===== src/rtl/burst_arb_pkg.sv =====
// Shared types and widths for the two-requester burst bus arbiter.
package burst_arb_pkg;

   localparam int ADDR_W = 21;
   localparam int DATA_W = 64;
   localparam int MASK_W = 8;

   typedef enum logic [1:0] {
      IDLE    = 2'd0,
      CMD     = 2'd1,
      WR_DATA = 2'd2,
      RD_DATA = 2'd3
   } arb_state_e;

   function automatic logic [15:0] sat_inc16(input logic [15:0] val);
      logic [15:0] res;
      if (val == 16'hFFFF) begin
         res = val;
      end else begin
         res = val + 16'd1;
      end
      return res;
   endfunction

endpackage


===== src/rtl/burst_bus_if.sv =====
// Burst memory bus: one command phase followed by BURST_LEN data beats.
interface burst_bus_if;
   import burst_arb_pkg::*;

   logic [ADDR_W-1:0] addr;
   logic              cmd;
   logic              cmd_en;
   logic              ready;
   logic [DATA_W-1:0] wr_data;
   logic [MASK_W-1:0] data_mask;
   logic [DATA_W-1:0] rd_data;
   logic              rd_data_valid;

   modport slave (
      input  addr, cmd, cmd_en, wr_data, data_mask,
      output ready, rd_data, rd_data_valid
   );

   modport master (
      output addr, cmd, cmd_en, wr_data, data_mask,
      input  ready, rd_data, rd_data_valid
   );

endinterface


===== src/rtl/burst_bus_arbiter_rr_arbiter2.sv =====
// Two-way round-robin arbiter: the requester not served last wins a tie.
module rr_arbiter2 (
   input  logic       clk,
   input  logic       reset,
   input  logic [1:0] req,
   input  logic       advance,
   output logic       grant
);

   logic prio_q;
   logic prio_d;

   // Grant selection and priority update after each accepted grant
   always_comb begin
      grant  = 1'b0;
      prio_d = prio_q;
      case (req)
         2'b01:   grant = 1'b0;
         2'b10:   grant = 1'b1;
         2'b11:   grant = prio_q;
         default: grant = 1'b0;
      endcase
      if (advance) begin
         prio_d = ~grant;
      end else begin
         prio_d = prio_q;
      end
   end

   // Priority pointer register
   always_ff @(posedge clk) begin
      if (reset) begin
         prio_q <= 1'b0;
      end else begin
         prio_q <= prio_d;
      end
   end

endmodule


===== src/rtl/burst_bus_arbiter.sv =====
// Arbitrates two burst requesters onto one memory port with read timeout.
// Optional statistics outputs are enabled by defining BURST_ARB_STATS_EN.
module burst_bus_arbiter
   import burst_arb_pkg::*;
#(
   parameter int BURST_LEN  = 4,
   parameter int RD_TIMEOUT = 64
) (
   input  logic        clk,
   input  logic        reset,
   burst_bus_if.slave  s0,
   burst_bus_if.slave  s1,
   burst_bus_if.master m,
   output logic        rd_timeout_err
`ifdef BURST_ARB_STATS_EN
   ,
   output logic [15:0] grants0,
   output logic [15:0] grants1,
   output logic [31:0] busy_cycles
`endif
);

   localparam int BEAT_W = $clog2(BURST_LEN + 1);
   localparam int TMO_W  = $clog2(RD_TIMEOUT + 1);
   localparam logic [BEAT_W-1:0] LAST_BEAT = BEAT_W'(BURST_LEN - 1);
   localparam logic [BEAT_W-1:0] BEAT_ONE  = BEAT_W'(1);
   localparam logic [BEAT_W-1:0] BEAT_ZERO = BEAT_W'(0);
   localparam logic [TMO_W-1:0]  LAST_TMO  = TMO_W'(RD_TIMEOUT - 1);
   localparam logic [TMO_W-1:0]  TMO_ONE   = TMO_W'(1);
   localparam logic [TMO_W-1:0]  TMO_ZERO  = TMO_W'(0);

   arb_state_e        state_q,  state_d;
   logic              owner_q,  owner_d;
   logic              cmd_en_q, cmd_en_d;
   logic              cmd_q,    cmd_d;
   logic [ADDR_W-1:0] addr_q,   addr_d;
   logic [BEAT_W-1:0] beat_q,   beat_d;
   logic [TMO_W-1:0]  tmo_q,    tmo_d;
   logic              err_q,    err_d;

   logic [1:0] req;
   logic       advance;
   logic       grant_idx;

   assign req = {s1.cmd_en, s0.cmd_en};

   rr_arbiter2 u_rr (
      .clk     (clk),
      .reset   (reset),
      .req     (req),
      .advance (advance),
      .grant   (grant_idx)
   );

   // Next-state logic; address and command are captured at grant time
   always_comb begin
      state_d  = state_q;
      owner_d  = owner_q;
      cmd_en_d = 1'b0;
      cmd_d    = cmd_q;
      addr_d   = addr_q;
      beat_d   = beat_q;
      tmo_d    = tmo_q;
      err_d    = 1'b0;
      advance  = 1'b0;
      case (state_q)
         IDLE: begin
            if (req != 2'b00) begin
               advance  = 1'b1;
               owner_d  = grant_idx;
               state_d  = CMD;
               cmd_en_d = 1'b1;
               addr_d   = grant_idx ? s1.addr : s0.addr;
               cmd_d    = grant_idx ? s1.cmd  : s0.cmd;
               beat_d   = BEAT_ZERO;
               tmo_d    = TMO_ZERO;
            end else begin
               state_d = IDLE;
            end
         end
         CMD: begin
            if (m.ready) begin
               if (cmd_q) begin
                  // beat 0 moves in this cycle; a single-beat burst is already done
                  if (BURST_LEN > 1) begin
                     state_d = WR_DATA;
                     beat_d  = BEAT_ONE;
                  end else begin
                     state_d = IDLE;
                  end
               end else begin
                  state_d = RD_DATA;
                  beat_d  = BEAT_ZERO;
                  tmo_d   = TMO_ZERO;
               end
            end else begin
               cmd_en_d = 1'b1;
            end
         end
         WR_DATA: begin
            if (beat_q == LAST_BEAT) begin
               state_d = IDLE;
            end else begin
               beat_d = beat_q + BEAT_ONE;
            end
         end
         RD_DATA: begin
            // a final beat landing on the last allowed cycle still completes
            if (m.rd_data_valid && (beat_q == LAST_BEAT)) begin
               state_d = IDLE;
            end else if (tmo_q == LAST_TMO) begin
               state_d = IDLE;
               err_d   = 1'b1;
            end else begin
               tmo_d = tmo_q + TMO_ONE;
               if (m.rd_data_valid) begin
                  beat_d = beat_q + BEAT_ONE;
               end else begin
                  beat_d = beat_q;
               end
            end
         end
         default: begin
            state_d = IDLE;
         end
      endcase
   end

   // Control and command registers
   always_ff @(posedge clk) begin
      if (reset) begin
         state_q  <= IDLE;
         owner_q  <= 1'b0;
         cmd_en_q <= 1'b0;
         cmd_q    <= 1'b0;
         addr_q   <= {ADDR_W{1'b0}};
         beat_q   <= BEAT_ZERO;
         tmo_q    <= TMO_ZERO;
         err_q    <= 1'b0;
      end else begin
         state_q  <= state_d;
         owner_q  <= owner_d;
         cmd_en_q <= cmd_en_d;
         cmd_q    <= cmd_d;
         addr_q   <= addr_d;
         beat_q   <= beat_d;
         tmo_q    <= tmo_d;
         err_q    <= err_d;
      end
   end

   // Bus routing; write data is blanked outside a write so aborted bursts stop cleanly
   always_comb begin
      m.cmd_en         = cmd_en_q;
      m.addr           = addr_q;
      m.cmd            = cmd_q;
      m.data_mask      = owner_q ? s1.data_mask : s0.data_mask;
      m.wr_data        = {DATA_W{1'b0}};
      s0.ready         = 1'b0;
      s1.ready         = 1'b0;
      s0.rd_data       = {DATA_W{1'b0}};
      s1.rd_data       = {DATA_W{1'b0}};
      s0.rd_data_valid = 1'b0;
      s1.rd_data_valid = 1'b0;
      if ((state_q == CMD) || (state_q == WR_DATA)) begin
         m.wr_data = owner_q ? s1.wr_data : s0.wr_data;
      end else begin
         m.wr_data = {DATA_W{1'b0}};
      end
      if (state_q == CMD) begin
         if (owner_q) begin
            s1.ready = m.ready;
         end else begin
            s0.ready = m.ready;
         end
      end else begin
         s0.ready = 1'b0;
         s1.ready = 1'b0;
      end
      if (state_q == RD_DATA) begin
         if (owner_q) begin
            s1.rd_data       = m.rd_data;
            s1.rd_data_valid = m.rd_data_valid;
         end else begin
            s0.rd_data       = m.rd_data;
            s0.rd_data_valid = m.rd_data_valid;
         end
      end else begin
         s0.rd_data_valid = 1'b0;
         s1.rd_data_valid = 1'b0;
      end
   end

   assign rd_timeout_err = err_q;

`ifdef BURST_ARB_STATS_EN
   logic [15:0] grants0_q, grants0_d;
   logic [15:0] grants1_q, grants1_d;
   logic [31:0] busy_q,    busy_d;

   // Grant tallies saturate; busy count wraps
   always_comb begin
      grants0_d = grants0_q;
      grants1_d = grants1_q;
      busy_d    = busy_q;
      if (advance) begin
         if (grant_idx) begin
            grants1_d = sat_inc16(grants1_q);
         end else begin
            grants0_d = sat_inc16(grants0_q);
         end
      end else begin
         grants0_d = grants0_q;
         grants1_d = grants1_q;
      end
      if (state_q != IDLE) begin
         busy_d = busy_q + 32'd1;
      end else begin
         busy_d = busy_q;
      end
   end

   // Statistics registers
   always_ff @(posedge clk) begin
      if (reset) begin
         grants0_q <= 16'd0;
         grants1_q <= 16'd0;
         busy_q    <= 32'd0;
      end else begin
         grants0_q <= grants0_d;
         grants1_q <= grants1_d;
         busy_q    <= busy_d;
      end
   end

   assign grants0     = grants0_q;
   assign grants1     = grants1_q;
   assign busy_cycles = busy_q;
`endif

endmodule


===== src/flat_wrapper.sv =====
// flat-port wrapper written by rule: the top's interface ports become plain ports
module burst_bus_arbiter_flat import burst_arb_pkg::*;
#(
   parameter int BURST_LEN  = 4,
   parameter int RD_TIMEOUT = 64
)
  (clk, reset, rd_timeout_err, s0_addr, s0_cmd, s0_cmd_en, s0_wr_data, s0_data_mask, s0_ready, s0_rd_data, s0_rd_data_valid, s1_addr, s1_cmd, s1_cmd_en, s1_wr_data, s1_data_mask, s1_ready, s1_rd_data, s1_rd_data_valid, m_addr, m_cmd, m_cmd_en, m_wr_data, m_data_mask, m_ready, m_rd_data, m_rd_data_valid);
  burst_bus_if s0_i ();
  burst_bus_if s1_i ();
  burst_bus_if m_i ();
  input  logic clk;
  input  logic reset;
  output logic rd_timeout_err;
  input wire logic [$bits(s0_i.addr)-1:0] s0_addr;
  input wire logic [$bits(s0_i.cmd)-1:0] s0_cmd;
  input wire logic [$bits(s0_i.cmd_en)-1:0] s0_cmd_en;
  input wire logic [$bits(s0_i.wr_data)-1:0] s0_wr_data;
  input wire logic [$bits(s0_i.data_mask)-1:0] s0_data_mask;
  output wire logic [$bits(s0_i.ready)-1:0] s0_ready;
  output wire logic [$bits(s0_i.rd_data)-1:0] s0_rd_data;
  output wire logic [$bits(s0_i.rd_data_valid)-1:0] s0_rd_data_valid;
  input wire logic [$bits(s1_i.addr)-1:0] s1_addr;
  input wire logic [$bits(s1_i.cmd)-1:0] s1_cmd;
  input wire logic [$bits(s1_i.cmd_en)-1:0] s1_cmd_en;
  input wire logic [$bits(s1_i.wr_data)-1:0] s1_wr_data;
  input wire logic [$bits(s1_i.data_mask)-1:0] s1_data_mask;
  output wire logic [$bits(s1_i.ready)-1:0] s1_ready;
  output wire logic [$bits(s1_i.rd_data)-1:0] s1_rd_data;
  output wire logic [$bits(s1_i.rd_data_valid)-1:0] s1_rd_data_valid;
  output wire logic [$bits(m_i.addr)-1:0] m_addr;
  output wire logic [$bits(m_i.cmd)-1:0] m_cmd;
  output wire logic [$bits(m_i.cmd_en)-1:0] m_cmd_en;
  output wire logic [$bits(m_i.wr_data)-1:0] m_wr_data;
  output wire logic [$bits(m_i.data_mask)-1:0] m_data_mask;
  input wire logic [$bits(m_i.ready)-1:0] m_ready;
  input wire logic [$bits(m_i.rd_data)-1:0] m_rd_data;
  input wire logic [$bits(m_i.rd_data_valid)-1:0] m_rd_data_valid;
  assign s0_i.addr = s0_addr;
  assign s0_i.cmd = s0_cmd;
  assign s0_i.cmd_en = s0_cmd_en;
  assign s0_i.wr_data = s0_wr_data;
  assign s0_i.data_mask = s0_data_mask;
  assign s0_ready = s0_i.ready;
  assign s0_rd_data = s0_i.rd_data;
  assign s0_rd_data_valid = s0_i.rd_data_valid;
  assign s1_i.addr = s1_addr;
  assign s1_i.cmd = s1_cmd;
  assign s1_i.cmd_en = s1_cmd_en;
  assign s1_i.wr_data = s1_wr_data;
  assign s1_i.data_mask = s1_data_mask;
  assign s1_ready = s1_i.ready;
  assign s1_rd_data = s1_i.rd_data;
  assign s1_rd_data_valid = s1_i.rd_data_valid;
  assign m_addr = m_i.addr;
  assign m_cmd = m_i.cmd;
  assign m_cmd_en = m_i.cmd_en;
  assign m_wr_data = m_i.wr_data;
  assign m_data_mask = m_i.data_mask;
  assign m_i.ready = m_ready;
  assign m_i.rd_data = m_rd_data;
  assign m_i.rd_data_valid = m_rd_data_valid;
  burst_bus_arbiter #(.BURST_LEN(BURST_LEN), .RD_TIMEOUT(RD_TIMEOUT)) u_core (.clk(clk), .reset(reset), .s0(s0_i), .s1(s1_i), .m(m_i), .rd_timeout_err(rd_timeout_err));
endmodule

===== config.mk =====
export PLATFORM = sky130hd
export DESIGN_NAME = burst_bus_arbiter_flat
export DESIGN_NICKNAME = d
export VERILOG_FILES = /design/src/rtl/burst_arb_pkg.sv /design/src/rtl/burst_bus_if.sv /design/src/rtl/burst_bus_arbiter_rr_arbiter2.sv /design/src/rtl/burst_bus_arbiter.sv /design/src/flat_wrapper.sv
export SDC_FILE = /design/constraint.sdc
export NUM_CORES = 1
export LEC_CHECK = 0
export CAP_MARGIN = 20
export CORE_AREA = 4 4 187 189
export DETAILED_ROUTE_END_ITERATION = 10
export DIE_AREA = 0 0 191 193
export HOLD_SLACK_MARGIN = 0.02
export SLEW_MARGIN = 20
export SYNTH_ARGS = -nofsm -noshare
export SYNTH_HDL_FRONTEND = slang
export SYNTH_HIERARCHICAL = 1
export SYNTH_SLANG_ARGS = --single-unit

===== constraint.sdc =====
create_clock -name clk -period 4.71 [get_ports clk]
set_input_delay 0.942 -clock clk [delete_from_list [all_inputs] [get_ports clk]]
set_output_delay 0.942 -clock clk [all_outputs]
set_load 0.03 [all_outputs]

# [Word level (Yosys, flattened, before mapping)]
# Cells that the tools add are included.
[word_totals] regBits=38 inputBits=258 output_inout_bits=228 word_cells=83
[op_classes] n_addsub=2 eq_ne=16 muxes=44 n_bitwise=2 reduce_logical=10
[ops] operator="$mux 64" n=6
[ops] operator="$mux 7" n=5
[ops] operator="$mux 21" n=1
[ops] operator="$pmux 7 s3" n=1
[ops] operator="$mux 3" n=6
[ops] operator="$mux 1" n=16
[ops] operator="$ne 2x2->1 const B" n=6
[ops] operator="$pmux 3 s4" n=1
[ops] operator="$reduce_and 6->1" n=2
[ops] operator="$eq 2x2->1 const B" n=4
[ops] operator="$mux 2" n=4
[ops] operator="$mux 8" n=1
[ops] operator="$pmux 2 s4" n=1
[ops] operator="$add 7x1->7 const B" n=1
[ops] operator="$eq 7x6->1 const B" n=1
[ops] operator="$ne 2x1->1 const B" n=2
[ops] operator="$pmux 1 s2" n=2
[ops] operator="$add 3x1->3 const B" n=1
[ops] operator="$eq 3x2->1 const B" n=1
[ops] operator="$ne 3x1->1 const B" n=1
[ops] operator="$reduce_and 3->1" n=1
[ops] operator="$reduce_bool 3->1" n=1
[ops] operator="$reduce_or 3->1" n=1
[ops] operator="$eq 2x1->1 const B" n=1
[ops] operator="6 further kinds" n=7

# [Depth between registers and ports, before layout]
# Gate-level depths: netlist (run 1).
[depth] word_depth=5 depth_mapped=7 mapped_depth_nobuf=6

# [By module]
# Netlist (run 1), hierarchy kept.
[by_module_without_submodules] module="burst_bus_arbiter" instances=1 cells_per_inst=510 area_per_inst_um2=3996.3 seq_area_each_um2=740.7
[by_module_without_submodules] module="rr_arbiter2" instances=1 cells_per_inst=5 area_per_inst_um2=60.1 seq_area_each_um2=20.0

# [Least setup slack after synthesis (run 1)]
# No wires, ideal clock.
[synth_timing] path_type="flip-flop to output port" startpoint="register u_core.owner_q" endpoint="output port m_wr_data[54]" t_arrival_ns=1.731 t_required_ns=3.768 setup_slack_ns=2.037 path_stages_with_launch=6 path_buffers=3 path_cell_list="dfxtp_1 -> clkbuf_1 -> buf_2 -> buf_1 -> mux2i_1 -> nor2b_1"
[synth_via] elab_chain_cells=2
[synth_lines] item="start, declared" line="burst_bus_arbiter.sv:33" rtl="logic owner_q, owner_d;"
[synth_lines] item="start signal, assigned" line="burst_bus_arbiter.sv:142" rtl="owner_q <= owner_d;"
[synth_lines] item="$mux 64" line="burst_bus_arbiter.sv:166" rtl="m.wr_data = owner_q ? s1.wr_data : s0.wr_data;"
[synth_lines] item="$mux 64" line="burst_bus_arbiter.sv:165" rtl="if ((state_q == CMD) || (state_q == WR_DATA)) begin"
[synth_lines] item="end, declared" line="flat_wrapper.sv:33" rtl="output wire logic [$bits(m_i.wr_data)-1:0] m_wr_data;"
# No other way between the ends.

# [Final worst setup path (run 1)]
[layout_timing] startpoint="register u_core.state_q[1]" endpoint="output port s0_rd_data[5]"
[layout_via] elab_chain_cells=2
[layout_lines] item="start, declared" line="burst_bus_arbiter.sv:32" rtl="arb_state_e state_q, state_d;"
[layout_lines] item="start signal, assigned" line="burst_bus_arbiter.sv:141" rtl="state_q <= state_d;"
[layout_lines] item="$eq 2x2->1" line="burst_bus_arbiter.sv:180" rtl="if (state_q == RD_DATA) begin"
[layout_lines] item="$mux 64" line="burst_bus_arbiter.sv:180"
[layout_lines] item="end, declared" line="flat_wrapper.sv:20" rtl="output wire logic [$bits(s0_i.rd_data)-1:0] s0_rd_data;"
# No other way between the ends.

==> impl_metrics.toml, run 1 <==
[outcome]
status = "finished clean"

[yosys]
synth_edf_count = 0
ys_async_sr_fraction_pct = 0
avgSynthCellArea_um2 = 7.876
yosys.area_share.simple_pct = 37.82
synth_compound_area_share_pct = 9.870
ys_seq_area_share_pct = 18.75
synthFlopType = "dfxtp_1"
yosysWarnings = 6
ys_types = 45
synthCells = 515
synth_nets = 783
syn-cell-area_mm2 = 0.004056
synth-seq-cells = 38
synth_top_family_by_area = "simple AND/OR/NAND/NOR gates"
synth-xor-area-share_pct = 0
muxShareOfSynthArea_pct = 24.68
synthAdderAreaFrac_pct = 3.085

[sta]
maxSlewViolCount = 0
whs_ns = 0.4622
maxSlewHeadroom_pct = 47.74
hold_viol = 0
fmax_ghz = 0.2748
finalSetupViolations = 0
setup_tns_ns = 0
worstMarginPinSlew_ns = 0.7839
fin_crit_ns = 3.639
grt_setup_unrepaired = "false"
fin_ws_ns = 1.071
period_share_pct = 77.25
final.setup_skew_ns = 0.005038

[clock_network]
cts_max_path_buffers = 2
cts_setup_buffers = 0
clkSinkCount = 38
clock_latency_ns = 0.28
cts_tree = "done"
numCtsBuffers = 5
cts_resized = 0
clk_pin_slew_ns = 0.06
clockRootBuffer = "clkbuf_16"
htreeDepth = 2
postCtsHoldBufs = 0

[detailed_routing]
route.vias.total = 5394
firstDrtPassIters = 4
drtAntennaViolNets = 0
met3_length_mm = 3.136
m1WireLength_mm = 12.76
drt-vias-per-instance = 3.817
wl_met2_mm = 12.82
top_layer_used = "met5"
routed_wl_mm = 29.05
drc = 0
drt_iter0_drc = 206
avgRoutedWirePerCell_um = 20.56

[placement]
dpl.cell_count = 1403
dpl_worst_slack_ns = 1.252
place.detailed.hpwl_mm = 24.52
port_buffers = 485
place_congestion = 0.8902
placed_area_mm2 = 0.009345

[layout]
ff_latch_area_um2 = 764.5
syn_to_final_growth_pct = 133.9
multi_input_area_mm2 = 0.003070
nets = 1230
final_common_cell = "clkdlybuf4s50_1"
fill_cells = 3541
layout_common_cells = "clkdlybuf4s50_1, mux2i_1, and2_1"
post-route-util_pct = 28.51
fin_area_mm2 = 0.009489
drive_above_1_share_pct = 3.634
stdcell_count = 1413

[critical_path]
crit_path_start_kind = "flip-flop"
cpPeakStageDelay_ns = 0.70
cp_max_fo = 58
crit_path_end_kind = "primary output"
path_cells = "ha_2, nor2b_4, buf_4, and2_1, clkdlybuf4s50_1"
crit_type = "reg -> out"
arrival_ns = 2.70
cpMaxStageDelayCell = "clkdlybuf4s50_1"
cp.required_ns = 3.77

[floorplanning]
rows = 67
start_util_pct = 12.19
die_w_um = 191
ioPinCount = 486
core_mm2 = 0.03328
die_y_um = 193
die_area_mm2 = 0.03686

[grt]
grt.overflow.total = 0
grt_usage_pct = 14.57
grt_max_degree = 83
antenna_found_initial = 25
grt_pass1_wl_mm = 39.23
grt_pass1_vias = 5540

[pwr]
p_leak_nw = 3.562
powerDensity_mw_per_mm2 = 359.8
irDropWorstVdd_uv = 236.0
power_mw = 3.414

[job]
cap_violations = 0

[worst_hold_path]
hp-class = "reg -> reg"
[flip-flops by register name, indices dropped and copies added (netlist names)]
| name | cells |
|---|---|
| u_core/m.addr | 21 |
| u_core/tmo_q | 7 |
| u_core/beat_q | 3 |
| u_core/state_q | 2 |
| u_core/m.cmd | 1 |
| u_core/m.cmd_en | 1 |
| u_core/owner_q | 1 |
| u_core/rd_timeout_err | 1 |
| u_core/u_rr/prio_q | 1 |
[final timing paths]
path                             startpoint                            end  slack (ns)  cells after the start
max          u_core/state_q[1]$_SDFFE_PP0P_                  s0_rd_data[5]        1.07                      5
max reg2reg  u_core/state_q[1]$_SDFFE_PP0P_   u_core/tmo_q[6]$_SDFFE_PP0P_        2.33                      6
min           u_core/beat_q[2]$_SDFFE_PP0P_  u_core/beat_q[2]$_SDFFE_PP0P_        0.46                      2
min reg2reg   u_core/beat_q[2]$_SDFFE_PP0P_  u_core/beat_q[2]$_SDFFE_PP0P_        0.46                      2
[routing by layer]
| metal | GRT usage (%) | vias to the layer above |
|---|---|---|
| li1 | - | 2683 |
| met1 | 19.79 | 2399 |
| met2 | 21.93 | 265 |
| met3 | 6.284 | 31 |
| met4 | 2.238 | 16 |
| met5 | 0 | - |
[power breakdown]
group / switching (mW) / leakage [nW] / total (mW) / internal, mW
logic: 1.46 / 3.18 / 2.62 / 1.16
clock network: 0.129 / 0.0706 / 0.323 / 0.194
registers: 0.0718 / 0.314 / 0.474 / 0.402
[cell type report]
class                      count  share of cell area (%)
timing repair buffer         491                   51.77
multi-input combinational    416                   32.36
tap                          448                   5.907
clock buffer                   6                   1.358
sequential                    38                   8.056
antenna                        2                 0.05274
clock inverter                 2                  0.1055
inverter                      10                  0.3956
[worst max-delay path, delay by kind of cell (launching register included)]
family | cells | cell delay [ns]
flip-flops | 1 | 0.40
AND/OR/NAND/NOR | 2 | 0.55
adder cells (fa/ha/maj) | 1 | 0.24
buffers and inverters | 2 | 1.19
[synthesized netlist by cell type, drive strengths merged (2+ instances only)]
library cell	number	area share, %
nand2b	2	0.49
and3	66	10
ha	10	3.1
and2	67	10
nor2	32	3.0
inv	10	0.93
buf	9	0.99
o311ai	3	0.65
o31ai	3	0.56
o21ai	3	0.37
o21a	3	0.56
mux2i	91	22
nand4b	2	0.43
dfxtp	38	19
mux2	8	2.2
nand2	9	0.83
a21o	2	0.40
or3	3	0.49
nand3	4	0.49
a211oi	24	4.4
clkbuf	42	3.9
nor2b	67	11
o211ai	2	0.37
[cell families (layout without fill, tap and decap cells)]
logic type	count (synthesis)	after routing
flip-flops	38	38
buffers and inverters	61	509
adder cells (fa/ha/maj)	10	10
AO/OA/AOI/OAI	50	50
multiplexers	99	99
other	0	2
AND/OR/NAND/NOR	257	257
Note: power is estimated with default switching activity, not from simulation.
==> run 2: changes to the inputs <==
- CORE_AREA: 4 4 187 189 -> 4 4 185 187
- DIE_AREA: 0 0 191 193 -> 0 0 189 191
- clock period: 4.71 -> 3.7 ns (I/O delays scaled with it)
==> run 2 against run 1 <==
Effect of this change:
- global-route usage grew 1.1 points
- clock skew down 0.0015 ns
- non-clock buffer count up 4
- largest power group unchanged
- flip-flop and latch count stayed put
- worst hold slack worse by 0.0016 ns
==> impl_metrics.toml, run 2 (synthesis gave the netlist of run 1 again) <==
[outcome]
status = "finished clean"

[pwr]
p_leak_nw = 3.601
irDropWorstVdd_uv = 396.5
powerDensity_mw_per_mm2 = 463.7

[critical_path]
path_delay_family = "buffers and inverters"
cpMaxStageDelayCell = "clkdlybuf4s50_1"
crit_path_start_kind = "flip-flop"
crit_type = "reg -> out"
cpPeakStageDelay_ns = 0.71
path_cells = "ha_2, nor2b_4, buf_12, and2_1, clkdlybuf4s50_1"
crit_path_end_kind = "primary output"
r2r_setup_slack_ns = 1.25
arrival_ns = 2.49
crit_buf_inv = 2
cp.required_ns = 2.96
cp_max_fo = 65

[detailed_routing]
drc = 0
drtAntennaViolNets = 0
firstDrtPassIters = 4
routed_wl_mm = 30.58
drt-vias-per-instance = 3.881
avgRoutedWirePerCell_um = 21.67
drt_iter0_drc = 194
route.vias.total = 5476

[floorplanning]
core_mm2 = 0.03245
die_w_um = 189
die_area_mm2 = 0.03610
start_util_pct = 12.50
ioPinCount = 486
rows = 66
die_y_um = 191

[layout]
nets = 1234
syn_to_final_growth_pct = 135.9
post-route-util_pct = 29.48
layout_common_cells = "clkdlybuf4s50_1, mux2i_1, and2_1"
fill_cells = 3430
largest_reg_flops = 21
drive_above_1_share_pct = 4.137
final_common_cell = "clkdlybuf4s50_1"

[clock_network]
cts_resized = 0
clkSinkCount = 38
clockRootBuffer = "clkbuf_16"
postCtsHoldBufs = 0
cts_setup_buffers = 0
cts_tree = "done"
clock_latency_ns = 0.28
htreeDepth = 2
numCtsBuffers = 5
cts_max_path_buffers = 2
clk_pin_slew_ns = 0.06

[grt]
grt_usage_pct = 15.63
grt.overflow.total = 0
grt_max_degree = 66
grt_pass1_vias = 5559
antenna_found_initial = 30
grt_pass1_wl_mm = 41.24

[sta]
period_share_pct = 87.19
fin_ws_ns = 0.4740
hold_viol = 0
worstMarginPinSlew_ns = 0.7670
finalSetupViolations = 0
fin_crit_ns = 3.226
maxSlewViolCount = 0
fmax_ghz = 0.3100
maxSlewHeadroom_pct = 48.87
grt_setup_unrepaired = "false"
setup_tns_ns = 0
final.setup_skew_ns = 0.003562

[worst_hold_path]
hp-class = "reg -> reg"

[placement]
port_buffers = 485
place_congestion = 0.8774
dpl_worst_slack_ns = 0.6961
place.detailed.hpwl_mm = 26.19

[job]
cap_violations = 0
[run 2: tightest hold or removal path: cells and delay by family, from the launching register on]
family           cells  cell delay [ns]
DFF                  1             0.31
muxes                1             0.05
and+or+nand+nor      1             0.05
[run 2: path summary, 6_finish.rpt]
kind / start / to / cells past startpoint
setup / recovery: u_core/state_q[1]$_SDFFE_PP0P_ / s0_rd_data[29] / 5
hold / removal: u_core/beat_q[2]$_SDFFE_PP0P_ / u_core/beat_q[2]$_SDFFE_PP0P_ / 2
setup reg to reg: u_core/state_q[1]$_SDFFE_PP0P_ / u_core/tmo_q[3]$_SDFFE_PP0P_ / 6
hold reg to reg: u_core/beat_q[2]$_SDFFE_PP0P_ / u_core/beat_q[2]$_SDFFE_PP0P_ / 2
[run 2: cell type report]
class	instances	area [µm²]	area share [%]
timing repair buffer	495	4990	52.15
multi-input combinational	416	3070	32.09
sequential	38	764.5	7.990
tap	442	553.0	5.780
clock buffer	7	142.6	1.491
inverter	10	37.54	0.3923
clock inverter	1	5.005	0.05231
antenna	2	5.005	0.05231
[run 2: power breakdown]
| group | switching [mW] | internal [mW] | total, mW |
|---|---|---|---|
| Sequential | 0.0835 | 0.512 | 0.596 |
| Combinational | 1.89 | 1.52 | 3.42 |
| Clock | 0.158 | 0.267 | 0.425 |
| Total | 2.14 | 2.30 | 4.44 |
[run 2: through the flow]
step	power (mW)	hold WS, ns	std cells	area [µm²]
after floorplan	2.509	0.4347	515	4056
after global placement	4.033	0.4464	1401	9415
after detailed placement	4.037	0.4560	1401	9415
after CTS	4.490	0.4636	1409	9563
after global routing	4.693	0.4731	1409	9563
final	4.437	0.4606	1411	9568
[run 2: routing by layer]
metal | vias to the layer above | wire length [µm] | global-route usage (%) | share of wire, %
met5 | - | 82 | 0 | 0.27
met4 | 14 | 159 | 1.373 | 0.52
met3 | 20 | 2921 | 6.118 | 9.6
met2 | 268 | 13200 | 23.80 | 43
met1 | 2482 | 14220 | 21.72 | 47
li1 | 2692 | - | - | -
==> run 3: changes to the inputs <==
- GPL_TIMING_DRIVEN: not set -> 0
- SKIP_CTS_REPAIR_TIMING: not set -> 1
==> run 3 against run 2 <==
Effect of this change:
- worst hold slack worse by 0.0061 ns
- critical path depth is 1 higher
- first-iteration DRC count rose by 48%
- clock skew increased by 0.00071 ns
- maximum frequency down 9.4%
- flip-flop and latch count did not move
- global-route usage is 1.2 points higher
- power increased by 2.5%
- clock-buffer cell count down 1
- non-clock buffer count is 39 higher
- sequential share of layout area down 0.11 points
- design area up 1.0%
==> impl_metrics.toml, run 3 (synthesis gave the netlist of run 1 again) <==
[pwr]
combPwrFrac_pct = 76.5
power_mw = 4.548
irDropWorstVdd_uv = 374.1
powerDensity_mw_per_mm2 = 470.6
swShare_pct = 48.23
p_int_mw = 2.355
p_sw_mw = 2.194
seq_power_share_pct = 12.6
p_leak_nw = 3.660
p_clk_share_pct = 10.9

[layout]
fin_area_mm2 = 0.009664
final_common_cell = "clkdlybuf4s50_1"
drive_above_1_share_pct = 4.378
fill_cells = 3424
largest_reg_flops = 21
layout_common_cells = "clkdlybuf4s50_1, mux2i_1, nor2b_1, and2_1, and3_1"
nets = 1273
syn_to_final_growth_pct = 138.2

[clock_network]
clkSinkCount = 38
clock_latency_ns = 0.28
numCtsBuffers = 5
htreeDepth = 2
clockRootBuffer = "clkbuf_16"
clk_pin_slew_ns = 0.06
cts_tree = "done"
cts_max_path_buffers = 2

[detailed_routing]
drt-vias-per-instance = 3.939
routed_wl_mm = 32.60
drt_iter0_drc = 288
avgRoutedWirePerCell_um = 22.40
drc = 0
route.vias.total = 5731
firstDrtPassIters = 4
drtAntennaViolNets = 0

[sta]
setup_tns_ns = 0
fmax_ghz = 0.2809
worstMarginPinSlew_ns = 0.8115
final.setup_skew_ns = 0.004269
maxSlewHeadroom_pct = 45.90
finalSetupViolations = 0
period_share_pct = 96.23
hold_viol = 0
fin_crit_ns = 3.560
grt_setup_unrepaired = "true"
maxSlewViolCount = 0

[grt]
grt_pass1_wl_mm = 44.17
grt_max_degree = 12
grt_pass1_vias = 5848
grt_usage_pct = 16.86
grt.overflow.total = 0
antenna_found_initial = 33

[outcome]
status = "finished clean"

[critical_path]
crit_type = "reg -> out"
crit_path_end_kind = "primary output"
cp.required_ns = 2.96
cp_max_fo = 10
arrival_ns = 2.82
crit_path_start_kind = "flip-flop"

[floorplanning]
start_util_pct = 12.50
core_mm2 = 0.03245
die_y_um = 191
die_w_um = 189
rows = 66
ioPinCount = 486
die_area_mm2 = 0.03610

[job]
cap_violations = 0

[placement]
place.detailed.hpwl_mm = 28.80
port_buffers = 485
placed_area_mm2 = 0.009464
place_congestion = 0.8464

[worst_hold_path]
hp-class = "reg -> reg"
-- run 3: cell count changes in the layout (fill, tap and decap cells not counted), sizes merged --
| cell | before | now |
|---|---|---|
| buf | 11 | 10 |
| bufinv | 0 | 1 |
| clkbuf | 7 | 45 |
| clkdlybuf4s50 | 484 | 485 |
| clkinv | 1 | 0 |
| diode | 2 | 8 |
-- run 3: final timing paths --
kind              depth (start not counted)                            from  slack (ns)                             to
hold reg to reg                           2   u_core/beat_q[2]$_SDFFE_PP0P_        0.45  u_core/beat_q[2]$_SDFFE_PP0P_
setup reg to reg                          7  u_core/state_q[1]$_SDFFE_PP0P_        1.33   u_core/tmo_q[4]$_SDFFE_PP0P_
setup / recovery                          6  u_core/state_q[1]$_SDFFE_PP0P_        0.14                 s0_rd_data[29]
hold / removal                            2   u_core/beat_q[2]$_SDFFE_PP0P_        0.45  u_core/beat_q[2]$_SDFFE_PP0P_
-- run 3: final cells by class --
type	instances	area (µm²)	area share (%)
well taps	442	553.0	5.722
clock inverters	1	30.03	0.3107
inverters	10	37.54	0.3884
repair buffers	485	4855	50.23
clock buffers	6	138.9	1.437
plain buffers	49	207.7	2.149
flip-flops and latches	38	762.0	7.885
diodes	8	20.02	0.2071
multi-input cells	416	3060	31.67
-- run 3: worst max-delay path, stage by stage, from the launching register on --
cell and delay [ns]:
dfxtp_1 0.40, ha_1 0.27, nor2b_1 0.28, clkbuf_4 0.34, buf_1 0.35, and2_1 0.19
clkdlybuf4s50_1 0.71
-- run 3: through the flow --
stage	utilization (%)	setup WS, ns	hold slack, ns	std cells
after global routing	29.72	-0.04237	0.5016	1448
final	29.78	0.1396	0.4545	1455
after detailed placement	29.16	-0.2791	0.4495	1442
after CTS	29.68	-0.5954	0.4579	1449
after global placement	29.16	-0.3065	0.4448	1442
after floorplan	-	1.229	0.4347	515
-- run 3: layer usage --
metal | wire (µm) | global-route usage (%) | vias up
met2 | 14200 | 25.69 | 294
met3 | 3223 | 6.501 | 28
li1 | - | - | 2773
met5 | 76 | 0 | -
met1 | 14820 | 23.27 | 2622
met4 | 280 | 2.018 | 14
-- run 3: power by group through the flow --
| stage | registers [mW] | clock network (mW) | logic [mW] |
|---|---|---|---|
| CTS | 0.569 | 0.509 | 3.52 |
| detailed placement | 0.578 | 0 | 3.50 |
| floorplan | 0.736 | 0 | 1.77 |
| global placement | 0.575 | 0 | 3.50 |
| finish | 0.575 | 0.495 | 3.48 |
| global route | 0.589 | 0.527 | 3.70 |
